File: config.mk
export PLATFORM = sky130hd
export DESIGN_NAME = fp_sign_resolve_pipe
export DESIGN_NICKNAME = d
export VERILOG_FILES = /design/src/rtl/fp_sign_resolve_pipe.sv
export SDC_FILE = /design/constraint.sdc
export NUM_CORES = 1
export LEC_CHECK = 0
export BUFFER_PORTS_ARGS = -buffer_cell sky130_fd_sc_hd__clkbuf_2
export CELL_PAD_IN_SITES_DETAIL_PLACEMENT = 2
export CELL_PAD_IN_SITES_GLOBAL_PLACEMENT = 2
export CORE_MARGIN = 3
export CORE_UTILIZATION = 24
export CTS_CLUSTER_SIZE = 40
export DETAILED_ROUTE_END_ITERATION = 10
export MAX_ROUTING_LAYER = met4
export PLACE_DENSITY = 0.85
export RECOVER_POWER = 100
export SLEW_MARGIN = 25
export SYNTH_ARGS = -nofsm -noshare
export SYNTH_HDL_FRONTEND = slang
export SYNTH_SLANG_ARGS = --single-unit
File: constraint.sdc
create_clock -name CLK -period 1.6 [get_ports CLK]
set_clock_uncertainty 0.2 [all_clocks]
set_input_delay 0.16 -clock CLK [delete_from_list [all_inputs] [get_ports CLK]]
set_output_delay 0.16 -clock CLK [all_outputs]
set_load 0.005 [all_outputs]
File: src/rtl/fp_sign_resolve_pipe.sv
// fp_sign_resolve_pipe: final sign / special-case resolution for the FPU
// add/sub path, followed by a STAGES-deep valid/ready register pipeline.
//
// Ports:
//   CLK, nRST            clock (rising edge), async active-low reset
//   in_valid/in_ready    input handshake (in_ready = pipeline advance)
//   op_sub, rdn_mode     subtract select, round-down mode (zero sign)
//   fp_a, fp_b           operands (fp_b before the op_sub sign flip)
//   mag_result           unsigned exponent/mantissa result
//   b_mag_gt             |b| > |a|
//   out_valid/out_ready  output handshake
//   fp_out, cancel_zero  signed result, exact-cancellation zero flag
//   invalid_flag         only when FP_SIGN_NAN_EN is defined
//
// Optional feature macro: FP_SIGN_NAN_EN (NaN handling + invalid_flag).
module fp_sign_resolve_pipe #(
    parameter int EXP_W  = 8,
    parameter int MAN_W  = 23,
    parameter int STAGES = 2,
    localparam int FP_W  = 1 + EXP_W + MAN_W
) (
    input  logic            CLK,
    input  logic            nRST,
    input  logic            in_valid,
    output logic            in_ready,
    input  logic            op_sub,
    input  logic            rdn_mode,
    input  logic [FP_W-1:0] fp_a,
    input  logic [FP_W-1:0] fp_b,
    input  logic [FP_W-2:0] mag_result,
    input  logic            b_mag_gt,
    output logic            out_valid,
    input  logic            out_ready,
    output logic [FP_W-1:0] fp_out,
    output logic            cancel_zero
`ifdef FP_SIGN_NAN_EN
    ,
    output logic            invalid_flag
`endif
);

    logic             sa;
    logic             sb;
    logic [EXP_W-1:0] ea;
    logic [EXP_W-1:0] eb;
    logic [MAN_W-1:0] ma;
    logic [MAN_W-1:0] mb;
    logic             a_inf;
    logic             b_inf;
    logic             a_nan;
    logic             b_nan;

    assign sa    = fp_a[FP_W-1];
    assign sb    = fp_b[FP_W-1] ^ op_sub;
    assign ea    = fp_a[FP_W-2:MAN_W];
    assign eb    = fp_b[FP_W-2:MAN_W];
    assign ma    = fp_a[MAN_W-1:0];
    assign mb    = fp_b[MAN_W-1:0];
    assign a_inf = (&ea) && !(|ma);
    assign b_inf = (&eb) && !(|mb);
    assign a_nan = (&ea) && (|ma);
    assign b_nan = (&eb) && (|mb);

    logic            sign_d;
    logic [FP_W-1:0] dat_d;
    logic            cz_d;
    logic            inv_d;

    always_comb begin
        sign_d = sa;
        cz_d   = 1'b0;
        inv_d  = 1'b0;
        if (sa == sb) begin
            sign_d = sa;
        end else if (mag_result == '0) begin
            sign_d = rdn_mode;
            cz_d   = 1'b1;
        end else begin
            sign_d = b_mag_gt ? sb : sa;
        end
        dat_d = {sign_d, mag_result};
`ifdef FP_SIGN_NAN_EN
        if (a_nan || b_nan || (a_inf && b_inf && (sa != sb))) begin
            dat_d = {1'b0, {EXP_W{1'b1}}, 1'b1, {(MAN_W-1){1'b0}}};
            cz_d  = 1'b0;
            // quiet NaN inputs propagate silently; sNaN and inf-inf raise
            inv_d = (a_nan && !ma[MAN_W-1]) ||
                    (b_nan && !mb[MAN_W-1]) ||
                    (a_inf && b_inf);
        end else
`endif
        if (a_inf && b_inf) begin
            // opposite signs fall back to the magnitude path
            dat_d = (sa == sb) ? {sa, fp_a[FP_W-2:0]}
                               : {sa, mag_result};
            cz_d  = 1'b0;
        end else if (a_inf) begin
            dat_d = {sa, fp_a[FP_W-2:0]};
            cz_d  = 1'b0;
        end else if (b_inf) begin
            dat_d = {sb, fp_b[FP_W-2:0]};
            cz_d  = 1'b0;
        end
    end

    logic                             adv;
    logic [STAGES-1:0]                vld_q;
    logic [STAGES-1:0][FP_W-1:0]      dat_q;
    logic [STAGES-1:0]                cz_q;
    logic [STAGES-1:0]                inv_q;

    // whole pipe moves as one; a stall at the output freezes every slice
    assign adv       = !out_valid || out_ready;
    assign in_ready  = adv;
    assign out_valid = vld_q[STAGES-1];
    assign fp_out    = dat_q[STAGES-1];
    assign cancel_zero = cz_q[STAGES-1];
`ifdef FP_SIGN_NAN_EN
    assign invalid_flag = inv_q[STAGES-1];
`endif

    always_ff @(posedge CLK or negedge nRST) begin
        if (!nRST) begin
            vld_q <= '0;
            dat_q <= '0;
            cz_q  <= '0;
            inv_q <= '0;
        end else if (adv) begin
            vld_q[0] <= in_valid;
            dat_q[0] <= dat_d;
            cz_q[0]  <= cz_d;
            inv_q[0] <= inv_d;
            for (int i = 1; i < STAGES; i++) begin
                vld_q[i] <= vld_q[i-1];
                dat_q[i] <= dat_q[i-1];
                cz_q[i]  <= cz_q[i-1];
                inv_q[i] <= inv_q[i-1];
            end
        end
    end

endmodule

**Word-level counts from Yosys, hierarchy flattened**

Index checks and enable logic that the tools add are counted.

- Bits in registers: 68
- Bits in latches: 0
- Memory bits (writable): 0
- Bits in read-only memories: 0
- Input port bits: 102
- Output and inout port bits: 35
- Memories: 0

- Add/subtract/negate cells: 0
- Multiply operators: 0
- Div/mod/pow operators: 0
- $lt $le $gt $ge: 0
- Equal/unequal tests: 1
- Shift operators: 0
- Muxes and demuxes: 12
- Bitwise operators: 1
- Reduce and logical (&&, ||, !) cells: 12

Operators with widths:

| kind | count |
|---|---|
| $mux W32 | 3 |
| $reduce_or A23 Y1 | 2 |
| $logic_not A31 Y1 | 1 |
| $mux W31 | 1 |
| $reduce_and A8 Y1 | 2 |
| $mux W1 | 8 |
| $logic_and A1 B1 Y1 | 3 |
| $logic_not A1 Y1 | 3 |
| $eq A1 B1 Y1 | 1 |
| $logic_or A1 B1 Y1 | 1 |
| $xor A1 B1 Y1 | 1 |

**Longest topological paths before layout**

- Word-level depth: 7
- Gate-level depth with buffers: 7
- Gate-level depth less buffers: 6

**Worst setup path after synthesis**

Ideal clock, no wire load.

- Path kind: input-to-reg
- Start: in fp_a[3]
- End: reg dat_q[0] (netlist name)
- Setup time: 119 ps
- Arrival time: 1488 ps
- Data required time: 1281 ps
- Setup slack: -207 ps
- Stages: 7
- Path buffers: 1
- Path through: nor4_1 nand2_1 nor4_4 or2_2 o211a_1 buf_6 a21oi_2

- Word-level cells in the longest chain between the ends: 5

RTL lines:

| item | line | text |
|---|---|---|
| from (decl) | 28 | `input logic [FP_W-1:0] fp_a,` |
| $reduce_or A23 Y1 * | - |  |
| $logic_not A1 Y1 * | 59 | `assign a_inf = (&ea) && !(\|ma);` |
| $logic_and A1 B1 Y1 * | 59 |  |
| $mux W32 or $logic_and A1 B1 Y1 (tied branches) | 97, 92 |  |
| $mux W32 * | 92 | `if (a_inf && b_inf) begin` |
| to (signal, indexed assignment) | 135 | `dat_q[i] <= dat_q[i-1];` |
| to (decl) | 108 | `logic [STAGES-1:0][FP_W-1:0] dat_q;` |

Mark *: on every way between the ends. The rest lies on a longest branch, timed or not.
A chain may end at the register's enable or synchronous reset.

**Worst setup path after layout**

- Start: in fp_b[16]
- End: reg dat_q[16] (netlist name)

- Word-level cells in the longest chain between the ends: 6

RTL lines:

| item | line | text |
|---|---|---|
| from (decl) | 29 | `input logic [FP_W-1:0] fp_b,` |
| $reduce_or A23 Y1 | - |  |
| $logic_not A1 Y1 | 60 | `assign b_inf = (&eb) && !(\|mb);` |
| $logic_and A1 B1 Y1 | 60 |  |
| $mux W32 | 100 | `end else if (b_inf) begin` |
| $mux W32 | 97 | `end else if (a_inf) begin` |
| $mux W32 * | 92 |  |

Marked as above.

==> results.sh <==
export IMPL_rows=42
export IMPL_rr_worst_depth=5
export IMPL_min_from="mag_result[12]"
export IMPL_drt_iter0_drc=79
export IMPL_grt_use_met2_pct=29.5
export IMPL_synth_seq_cells=68
export IMPL_drcViolationCount=0
export IMPL_core_um2=13500
export IMPL_hold_violations=0
export IMPL_arrival_ns=1.90
export IMPL_clkSinkCount=68
export IMPL_place_area_um2=4440
export IMPL_dpl_cell_count=694
export IMPL_ys_types=35
export IMPL_cp_max_fo=5
export IMPL_syn_inst=385
export IMPL_die_area_um2=15500
export IMPL_tns_ns=-6.31
export IMPL_crit_chain="clkbuf_2 > nor4_2 > nand4_1 > nor4_4 > nand2_2 > o211a_4 > clkbuf_16 > a21oi_4"
export IMPL_gp_congestion=0.877
export IMPL_root_buffer="clkbuf_16"
export IMPL_rsz0062_at_grt="yes"
export IMPL_status="complete, but fails checks"
export IMPL_holdCritPathClass="input port to flop"
export IMPL_drv_slew=0
export IMPL_synth_area_top_cells="dfrtp_1 50%, nand2_1 16%, buf_4 7.1%, a21oi_2 5.2%, nor4_1 3.3%"
export IMPL_die_w_um=125
export IMPL_port_buffers=136
export IMPL_ys_seq_area_share_pct=50.4
export IMPL_met1_usage_pct=18.2
export IMPL_grt_pass1_vias=4034
export IMPL_hold_end="dat_q[12]"
export IMPL_synth_top_area_cell="dfrtp_1"
export IMPL_wl_per_cell_um=17.4
export IMPL_cap_violations=0
export IMPL_place_ws_ns=-0.506
export IMPL_synth_ff_type="dfrtp_1"
export IMPL_vdd_drop_max_mv=0.454
export IMPL_vias=3454
export IMPL_track_usage_pct=16.3
export IMPL_syn_to_final_growth_pct=56.9
export IMPL_via_per_inst=4.62
export IMPL_wirelength_um=13000
export IMPL_layout_cells_non_filler=747
export IMPL_violations="negative setup slack"
export IMPL_final_cell_area_um2=5300
export IMPL_slowest_stage="nor4_4"
export IMPL_period_share_pct=116
export IMPL_crit_buf_inv=2
export IMPL_rrSetupSlack_ns=-0.08
export IMPL_grt_max_degree=69
export IMPL_io_pins=137
export IMPL_grtUsageMet3_pct=3.86
export IMPL_fmax_mhz=541
export IMPL_postRouteAntennaNets=0
export IMPL_initial_core_util_pct=25.0
export IMPL_path_clk_slew_ns=0.06
export IMPL_clock_path_buffers=2
export IMPL_grt_pass1_wl_um=20000
export IMPL_async_flop_share_pct=100
export IMPL_nets=668
export IMPL_setup_viol=33
export IMPL_worst_setup_path_type="input port to flop"
export IMPL_hold_path_depth=4
export IMPL_syn_nets=487
export IMPL_tritoncts="yes"
export IMPL_numCtsBuffers=9
export IMPL_final_layout_size_suffix_gt1_share_pct=43.4
export IMPL_synth_commonest_cells="148 x nand2_1, 68 x dfrtp_1, 32 x buf_4"
export IMPL_antenna_found_initial=0
export IMPL_hpwl_um=8910
export IMPL_synth_avg_cell_area_um2=8.77
export IMPL_p_leak_nw=2.58
export IMPL_setup_ws_ns=-0.249
export IMPL_r2r_end="dat_q[3]"
export IMPL_synth_top_area_share_pct=50.4
export IMPL_drtPass1Iterations=4
export IMPL_antennaDiodeCount=0
export IMPL_crit_path_end_kind="flop"
export IMPL_netlist_area_um2=3380
export IMPL_fp_dieH_um=125
export IMPL_grt_busiest_layer="met2"
export IMPL_num_fill_cells=1498
export IMPL_start_kind="input port"
export IMPL_htree_levels=3
export IMPL_powerDensity_nw_per_um2=1030
export IMPL_relSlewSlack_pct=40.0
export IMPL_synth_most_common_cell="nand2_1"
export IMPL_worst_pin_slew_ns=0.900
export IMPL_max_stage_delay_ns=0.36
export IMPL_clkLatencyLatePin_ns=0.32
export IMPL_synth_warnings=0
export IMPL_r2r_start="vld_q[1]"
export IMPL_synth_edf_count=0
export IMPL_cp_data_required_time_ns=1.65
export IMPL_period_needed_ns=1.85
export IMPL_critical_path_top_delay_family="simple AND/OR/NAND/NOR gates"
export IMPL_gr_total_overflow=0
## worst register-to-register path: cells and delay by family (launching register included)
| family | cells | cell delay (ns) |
|---|---|---|
| buffers and inverters | 2 | 0.45 |
| AOI/OAI and AO/OA | 1 | 0.15 |
| and+or+nand+nor | 2 | 0.45 |
| DFF | 1 | 0.36 |
## kinds of logic (layout without fill, tap and decap cells)
logic type                Yosys count  count (layout)  synth area share, %
AOI/OAI and AO/OA                  48              48                 10.4
xor gates and xnor gates            2               2                0.519
buffers and inverters              50             236                 9.56
DFF                                68              68                 50.4
muxes                               3               3                0.926
and+or+nand+nor                   214             214                 28.3
## how the worst max path moves through the flow
stage	from	endpoint	slack [ns]	cells past startpoint
finish	fp_b[16]	dat_q[16]	-0.25	8
global route	fp_b[16]	dat_q[6]	-0.35	8
CTS	fp_a[10]	dat_q[1]	-0.15	8
detailed placement	fp_b[1]	dat_q[29]	-0.51	8
global placement	fp_b[13]	dat_q[1]	-0.41	8
floorplan	fp_a[0]	dat_q[0]	-0.19	7
## placed cells by master, fill, tap and decap left out, types with 3 or more instances in the layout
cell             n
buf_12           4
clkbuf_16       11
o21ai_2          7
clkbuf_1        20
nor2_1          20
a21oi_2         14
buf_6            5
nand4b_1         3
dfrtp_1         68
buf_4           50
nor3_1           4
a21oi_1          3
o211ai_1         3
dlygate4sd3_1   20
nor4_1           7
nand2_1        146
a21oi_4          6
nand2_2          3
nand4_1          8
nor4_2           8
o21ai_1          3
o21a_1           3
nor4_4           5
clkbuf_2       114
## through the flow
step	utilization [%]	hold slack, ns	power [mW]
after CTS	37.5	0.00529	5.50
after floorplan	-	-0.336	2.80
after global routing	39.2	0.0285	5.81
final	39.2	0.0109	5.48
after detailed placement	32.9	0.00587	3.24
after global placement	32.9	-0.00551	3.16
## state kept, by name (all words and copies together) (netlist names)
signal  cells
cz_q        2
fp_out     32
vld_q       2
dat_q      32
## what timing repair did
item	CTS	global route
hold buffers	20	0
endpoints found under the setup margin	32	59
endpoints found under the hold margin	87	0
setup buffers	2	13
cloned	1	3
pin swaps	6	17
resized for setup	16	34
## report_power, final
group          switching (mW)  internal [mW]
registers               0.151           1.99
logic                   0.622          0.571
clock network           0.743           1.41
total                    1.52           3.97
## layer usage
layer	part of all wire [%]	vias up
met5	0	-
met4	2.0	0
met3	4.6	22
met2	54	131
met1	40	1682
li1	-	1619
## layout make-up
cell class / count / area [um2] / share of cell area (%)
clock buffer: 12 / 246 / 4.65
clock inverter: 4 / 72.6 / 1.37
inverter: 2 / 8.76 / 0.165
multi-input combinational: 267 / 1580 / 29.8
sequential: 68 / 1700 / 32.1
tap: 176 / 220 / 4.15
timing repair buffer: 218 / 1470 / 27.8
Note: power is estimated with default switching activity, not from simulation.
